**config.mk**
```make
export PLATFORM = sky130hd
export DESIGN_NAME = sram_seq_ctrl_flat
export DESIGN_NICKNAME = d
export VERILOG_FILES = /design/src/rtl/sram_seq_ctrl_if.sv /design/src/rtl/sram_seq_ctrl.sv /design/src/flat_wrapper.sv
export SDC_FILE = /design/constraint.sdc
export NUM_CORES = 1
export LEC_CHECK = 0
export CORE_AREA = 2 2 59 61
export DETAILED_ROUTE_END_ITERATION = 7
export DIE_AREA = 0 0 61 63
export HOLD_SLACK_MARGIN = 0.06
export PLACE_DENSITY = 0.83
export SLEW_MARGIN = 20
export SYNTH_ARGS = -nofsm -noshare
export SYNTH_HDL_FRONTEND = slang
export SYNTH_SLANG_ARGS = --single-unit
```
**constraint.sdc**
```tcl
create_clock -name clk -period 2.1 [get_ports clk]
set_input_delay 0.63 -clock clk [delete_from_list [all_inputs] [get_ports clk]]
set_output_delay 0.63 -clock clk [all_outputs]
set_load 0.005 [all_outputs]
```
**src/rtl/sram_seq_ctrl_if.sv**
```systemverilog
// Request-side handshake bundle between a requester and sram_seq_ctrl.
// The requester drives a single-word read/write request and holds it
// until req_ready is seen high at a rising clock edge.
interface sram_seq_ctrl_if #(
    parameter int ROWS = 2,
    parameter int COLS = 8
);
    localparam int AW = $clog2(ROWS);

    logic            req_valid;
    logic            req_ready;
    logic            req_we;
    logic [AW-1:0]   req_addr;
    logic [COLS-1:0] req_wdata;

    modport master (
        output req_valid,
        output req_we,
        output req_addr,
        output req_wdata,
        input  req_ready
    );

    modport slave (
        input  req_valid,
        input  req_we,
        input  req_addr,
        input  req_wdata,
        output req_ready
    );
endinterface

```
**src/rtl/sram_seq_ctrl.sv**
```systemverilog
// Timing sequencer for the mixed-signal SRAM macro (write driver, cell array,
// sense amp). One request at a time is taken from the handshake and walked
// through precharge, wordline and sense phases of programmable length.
// Every macro-facing output is a flop, decoded from the next state, so there
// is no combinational path from any input to any output.
module sram_seq_ctrl #(
    parameter int ROWS    = 2,
    parameter int COLS    = 8,
    parameter int T_PRE   = 2,
    parameter int T_WL_WR = 4,
    parameter int T_WL_RD = 3,
    parameter int T_SA    = 2
) (
    input  logic                 clk,
    input  logic                 rst_n,
    sram_seq_ctrl_if.slave       req,
    output logic [ROWS-1:0]      row_wr,
    output logic [ROWS-1:0]      row_rd,
    output logic                 wd_en,
    output logic [COLS-1:0]      wd_data,
    output logic                 pre_en,
    output logic                 sa_en,
    input  logic [COLS-1:0]      sa_dout,
    output logic [COLS-1:0]      rdata,
    output logic                 rvalid,
    output logic                 err
);

    localparam int AW = $clog2(ROWS);

    function automatic int max_of(input int a, input int b);
        return (a > b) ? a : b;
    endfunction

    // Phase counter only has to hold the longest phase length minus one.
    localparam int T_MAX = max_of(max_of(T_PRE, T_WL_WR), max_of(T_WL_RD, T_SA));
    localparam int CNT_W = $clog2(T_MAX) + 1;

    localparam logic [CNT_W-1:0] LD_PRE   = CNT_W'(T_PRE - 1);
    localparam logic [CNT_W-1:0] LD_WL_WR = CNT_W'(T_WL_WR - 1);
    localparam logic [CNT_W-1:0] LD_WL_RD = CNT_W'(T_WL_RD - 1);
    localparam logic [CNT_W-1:0] LD_SA    = CNT_W'(T_SA - 1);
    localparam logic [CNT_W-1:0] CNT_ONE  = CNT_W'(1);

    // One extra bit so the row count itself is representable even when
    // ROWS is an exact power of two.
    localparam logic [AW:0] ROWS_L = (AW + 1)'(ROWS);

    // Decode a row index into a one-hot wordline vector.
    function automatic logic [ROWS-1:0] row_select(input logic [AW-1:0] a);
        return ROWS'(1) << a;
    endfunction

    typedef enum logic [2:0] {
        IDLE,
        PRECH,
        WRITE,
        READ_WL,
        SENSE,
        RECOVER
    } state_t;

    state_t           state;
    state_t           state_nxt;
    logic [CNT_W-1:0] cnt;
    logic [CNT_W-1:0] cnt_nxt;

    // Latched request fields (wd_data doubles as the latched write word).
    logic             we_q;
    logic [AW-1:0]    addr_q;

    logic             ready_q;
    logic             take;
    logic             addr_bad;
    logic             capture;

    // Next values of the registered macro-facing outputs.
    logic [ROWS-1:0]  row_wr_nxt;
    logic [ROWS-1:0]  row_rd_nxt;
    logic             wd_en_nxt;
    logic             pre_en_nxt;
    logic             sa_en_nxt;
    logic             rvalid_nxt;
    logic             err_nxt;
    logic             ready_nxt;

    assign req.req_ready = ready_q;
    assign addr_bad      = ({1'b0, req.req_addr} >= ROWS_L);

    // Next-state, phase-counter reload and output decode.
    always_comb begin
        state_nxt  = state;
        cnt_nxt    = cnt;
        take       = 1'b0;
        capture    = 1'b0;
        if (cnt != '0) begin
            cnt_nxt = cnt - CNT_ONE;
        end

        case (state)
            IDLE: begin
                if (req.req_valid && ready_q) begin
                    take = 1'b1;
                    if (addr_bad) begin
                        state_nxt = RECOVER;
                    end else begin
                        state_nxt = PRECH;
                        cnt_nxt   = LD_PRE;
                    end
                end
            end
            PRECH: begin
                if (cnt == '0) begin
                    if (we_q) begin
                        state_nxt = WRITE;
                        cnt_nxt   = LD_WL_WR;
                    end else begin
                        state_nxt = READ_WL;
                        cnt_nxt   = LD_WL_RD;
                    end
                end
            end
            WRITE: begin
                if (cnt == '0) begin
                    state_nxt = RECOVER;
                end
            end
            READ_WL: begin
                if (cnt == '0) begin
                    state_nxt = SENSE;
                    cnt_nxt   = LD_SA;
                end
            end
            SENSE: begin
                if (cnt == '0) begin
                    state_nxt = RECOVER;
                    capture   = 1'b1;
                end
            end
            RECOVER: begin
                state_nxt = IDLE;
            end
            default: begin
                state_nxt = IDLE;
                cnt_nxt   = '0;
            end
        endcase

        // Outputs follow the state being entered, so they line up with it
        // once registered. Wordlines never appear on the handshake edge, so
        // the already-latched address is always the right one to decode.
        pre_en_nxt = (state_nxt == PRECH);
        wd_en_nxt  = (state_nxt == WRITE);
        sa_en_nxt  = (state_nxt == SENSE);
        row_wr_nxt = (state_nxt == WRITE) ? row_select(addr_q) : '0;
        row_rd_nxt = (state_nxt == READ_WL || state_nxt == SENSE) ? row_select(addr_q) : '0;
        rvalid_nxt = capture;
        err_nxt    = take && addr_bad;
        ready_nxt  = (state_nxt == IDLE);
    end

    // State register and phase counter.
    always_ff @(posedge clk) begin
        if (!rst_n) begin
            state <= IDLE;
            cnt   <= '0;
        end else begin
            state <= state_nxt;
            cnt   <= cnt_nxt;
        end
    end

    // Registered macro-facing controls; reset drops every enable at once.
    always_ff @(posedge clk) begin
        if (!rst_n) begin
            row_wr  <= '0;
            row_rd  <= '0;
            wd_en   <= 1'b0;
            pre_en  <= 1'b0;
            sa_en   <= 1'b0;
            rvalid  <= 1'b0;
            err     <= 1'b0;
            ready_q <= 1'b0;
        end else begin
            row_wr  <= row_wr_nxt;
            row_rd  <= row_rd_nxt;
            wd_en   <= wd_en_nxt;
            pre_en  <= pre_en_nxt;
            sa_en   <= sa_en_nxt;
            rvalid  <= rvalid_nxt;
            err     <= err_nxt;
            ready_q <= ready_nxt;
        end
    end

    // Request latch on handshake and read-word capture at the end of sensing.
    always_ff @(posedge clk) begin
        if (!rst_n) begin
            we_q    <= 1'b0;
            addr_q  <= '0;
            wd_data <= '0;
            rdata   <= '0;
        end else begin
            if (take) begin
                we_q    <= req.req_we;
                addr_q  <= req.req_addr;
                wd_data <= req.req_wdata;
            end
            if (capture) begin
                rdata <= sa_dout;
            end
        end
    end

    // Electrical safety rules for the macro.
    a_wl_excl: assert property (@(posedge clk) disable iff (!rst_n)
        $countones(row_wr | row_rd) <= 1);
    a_pre_excl: assert property (@(posedge clk) disable iff (!rst_n)
        !(pre_en && (|(row_wr | row_rd))));
    a_wd_with_wl: assert property (@(posedge clk) disable iff (!rst_n)
        !wd_en || (|row_wr));
    a_sa_with_wl: assert property (@(posedge clk) disable iff (!rst_n)
        !sa_en || (|row_rd));

endmodule

```
**src/flat_wrapper.sv**
```systemverilog
// flat-port wrapper written by rule: the top's interface ports become plain ports
module sram_seq_ctrl_flat 
#(
    parameter int ROWS    = 2,
    parameter int COLS    = 8,
    parameter int T_PRE   = 2,
    parameter int T_WL_WR = 4,
    parameter int T_WL_RD = 3,
    parameter int T_SA    = 2
)
  (clk, rst_n, row_wr, row_rd, wd_en, wd_data, pre_en, sa_en, sa_dout, rdata, rvalid, err, req_req_valid, req_req_we, req_req_addr, req_req_wdata, req_req_ready);
  sram_seq_ctrl_if #(.ROWS(ROWS), .COLS(COLS)) req_i ();
  input  logic clk;
  input  logic rst_n;
  output logic [ROWS-1:0] row_wr;
  output logic [ROWS-1:0] row_rd;
  output logic wd_en;
  output logic [COLS-1:0] wd_data;
  output logic pre_en;
  output logic sa_en;
  input  logic [COLS-1:0] sa_dout;
  output logic [COLS-1:0] rdata;
  output logic rvalid;
  output logic err;
  input wire logic [$bits(req_i.req_valid)-1:0] req_req_valid;
  input wire logic [$bits(req_i.req_we)-1:0] req_req_we;
  input wire logic [$bits(req_i.req_addr)-1:0] req_req_addr;
  input wire logic [$bits(req_i.req_wdata)-1:0] req_req_wdata;
  output wire logic [$bits(req_i.req_ready)-1:0] req_req_ready;
  assign req_i.req_valid = req_req_valid;
  assign req_i.req_we = req_req_we;
  assign req_i.req_addr = req_req_addr;
  assign req_i.req_wdata = req_req_wdata;
  assign req_req_ready = req_i.req_ready;
  sram_seq_ctrl #(.ROWS(ROWS), .COLS(COLS), .T_PRE(T_PRE), .T_WL_WR(T_WL_WR), .T_WL_RD(T_WL_RD), .T_SA(T_SA)) u_core (.clk(clk), .rst_n(rst_n), .req(req_i), .row_wr(row_wr), .row_rd(row_rd), .wd_en(wd_en), .wd_data(wd_data), .pre_en(pre_en), .sa_en(sa_en), .sa_dout(sa_dout), .rdata(rdata), .rvalid(rvalid), .err(err));
endmodule
```
==> results of run 1 <==
[per-layer routing]
metal	up-vias	track usage (%)
met3	5	4.97
met2	28	27.6
met4	0	8.70
met1	575	19.3
li1	645	-
met5	-	0
[stage by stage]
step	TNS (ns)	util (%)
global placement	0	57.5
detailed placement	-0.00661	57.5
finish	0	59.6
global route	0	59.6
floorplan	0	-
CTS	0	59.6
[report_power, final]
part           internal (mW)  switching (mW)  total [mW]
Combinational          0.338           0.342       0.680
Clock                  0.194           0.202       0.396
Sequential             0.716          0.0816       0.798
Total                   1.25           0.626        1.87
[final cells by class]
class | instances | area, um2
Clock buffer | 7 | 65.1
Tap cell | 46 | 57.6
Sequential cell | 33 | 661
Inverter | 7 | 26.3
Fill cell | 303 | 1310
Timing Repair Buffer | 50 | 488
Clock inverter | 1 | 5.00
Multi-Input combinational cell | 113 | 624
[state kept, by name, summed over array words and instances (netlist names)]
name                  cells
u_core.sa_en              1
u_core.row_wr             2
u_core.we_q               1
u_core.wd_en              1
u_core.addr_q             1
u_core.req.req_ready      1
u_core.wd_data            8
u_core.state              3
u_core.rvalid             1
u_core.cnt                3
u_core.pre_en             1
u_core.rdata              8
u_core.row_rd             2
[cells by family after synthesis]
family	share of synthesized area, %
compound gates	15.3
fa+ha+maj	1.82
buf+inv	6.64
flops	48.0
mux	0.727
other cells	0.272
simple gates	27.3
[worst paths after layout]
kind	to	slack, ns	depth (start not counted)
setup reg to reg	u_core.row_rd[1]$_SDFF_PN0_	0.30	7
hold / removal	u_core.wd_data[4]$_SDFFE_PN0P_	0.46	2
hold reg to reg	u_core.wd_data[4]$_SDFFE_PN0P_	0.46	2
setup / recovery	req_req_ready	0.26	1
[placed cells by master, fill, tap and decap left out, types with 2 or more instances in the layout]
cell type,count
clkbuf_8,2
and4bb_2,2
ha_1,2
a21oi_1,25
nand2_1,35
nor3_1,3
nand3_1,12
clkdlybuf4s50_1,45
clkbuf_4,5
buf_4,5
dfxtp_1,33
inv_1,7
o21ai_0,3
nor2_1,6
[worst reg2reg max path, stage by stage (launching register included)]
cell and delay, ns:
dfxtp_1 0.33, inv_1 0.10, ha_1 0.24, nor2b_1 0.20, buf_4 0.16, a211oi_1 0.06
or4_4 0.49, a21oi_1 0.15
==> summary.txt, run 1 <==
Crit Path Class -> reg -> out
Crit-path slowest cell -> clkdlybuf4s50_1
Fin. Hold Viols -> 0
Die width -> 61 um
DR WL met3 -> 113 um
DP Area -> 1860 um2
Crit-path cells -> clkdlybuf4s50_1
Post-Route WL -> 2980 um
Number of synthesized flops with an enable pin -> 0
Leading post-synthesis cells by instance count -> 35 x nand2_1, 33 x dfxtp_1, 25 x a21oi_1, 12 x nand3_1, 7 x inv_1
RSZ-0062 raised after global routing -> false
Largest net degree at the start of global routing -> 17
Post-CTS Setup Repair Bufs -> 0
HP Class -> reg -> reg
Tot Pwr -> 1.87 mW
CP required -> 1.47 ns
DR DRC count -> 0
Syn_nets -> 187
DIE AREA -> 3840 um2
Proportion of layout cells with a drive suffix above 1 -> 9.95%
Cts repair resizes -> 0
Min-delay src -> u_core.wd_data[4]$_SDFFE_PN0P_
CP arrival -> 1.21 ns
YS warnings -> 0
Initial core utilization -> 42.6%
Mapped cell area -> 1380 um2
Initial antenna violation count -> 0
CP max FO -> 4
Distinct cell type count after synthesis -> 39
DR vias/cell -> 4.88
Net total in the final layout -> 233
Area growth, synth to finish -> 40.0%
First-pass DRT Iterations -> 4
Port bufs -> 45
Avg Cell Area, Syn -> 8.39 um2
Most frequent cell after synthesis -> nand2_1
Cells after Synth -> 164
Seq cells post-synth -> 33
Worst setup startpoint -> u_core.req.req_ready$_SDFF_PN0_
Yosys top cell by area -> dfxtp_1
Clk pin slew, worst setup/hold paths -> 0.10 ns
CP Capture Type -> primary output
Post-route ant nets -> 0
CTS H-tree depth -> 2
Register area share after synthesis -> 48.0%
Gr ovfl total -> 0
Setup violations, final -> 0
Routed wl met2 -> 1480 um
Routed met1 length -> 1330 um
R2R Path Start -> u_core.cnt[1]$_SDFF_PN0_
Number of DRC markers in iteration 0 -> 37
Max Clock Skew -> 0.00914 ns
Root Buffer -> clkbuf_4
Vias in the first global route -> 1,187
WHS -> 0.459 ns
First-pass GRT wire length -> 4910 um
Hold Buf Count CTS -> 0
CTS Buf Count -> 5
Gpl congestion -> 0.792
Total Routing Usage GR -> 16.9%
Pwr dens -> 973 nW/um2
Io pins -> 47
CTS tree -> done
CP peak stage delay -> 0.51 ns
Worst skew pair latency -> 0.32 ns
Share of the synthesized area in the top cell type -> 48.0%
Crit path buf inv count -> 1
Outcome -> finished clean
Final HPWL DP -> 2190 um
Leakage -> 0.732 nW
Top cells by area, synth -> dfxtp_1 48%, nand2_1 9.5%, a21oi_1 9.1%
Area of the core -> 3230 um2
Worst slack at placement -> -0.00420 ns
Design Area, Final -> 1930 um2
Family with the most delay on the worst path -> buffers and inverters
Critical path startpoint category -> register
Clock Path Buffers -> 2
Max VDD drop -> 0.434 mV
Per-cell routed wire length -> 11.6 um
Row Count -> 21
Crit share post-route -> 87.6%
Min Tclk post-route -> 1.84 ns
Antenna Cells -> 0
Async set-reset flop share out of synthesis -> 0%
Vias -> 1,253
FMAX -> 544 MHz
Number of max-cap violations -> 0
Final setup margin -> 0.261 ns
Die H -> 63 um
Top FF cell, synth -> dfxtp_1
Clock sinks -> 33
Top Metal Used -> met4
Final Max Slew Viols -> 0
Placed instance count -> 249
Post-route insts no fill -> 257
No activity file was read; power rests on OpenSTA's default activity.
==> inputs of run 2 (changes only) <==
--- a/config.mk
+++ b/config.mk
@@ -14,3 +14,4 @@
 export SYNTH_ARGS = -nofsm -noshare
 export SYNTH_HDL_FRONTEND = slang
 export SYNTH_SLANG_ARGS = --single-unit
+export TNS_END_PERCENT = 5
==> results of run 2 <==
Same layout as run 1: the final DEF is identical, and so are final timing and power.
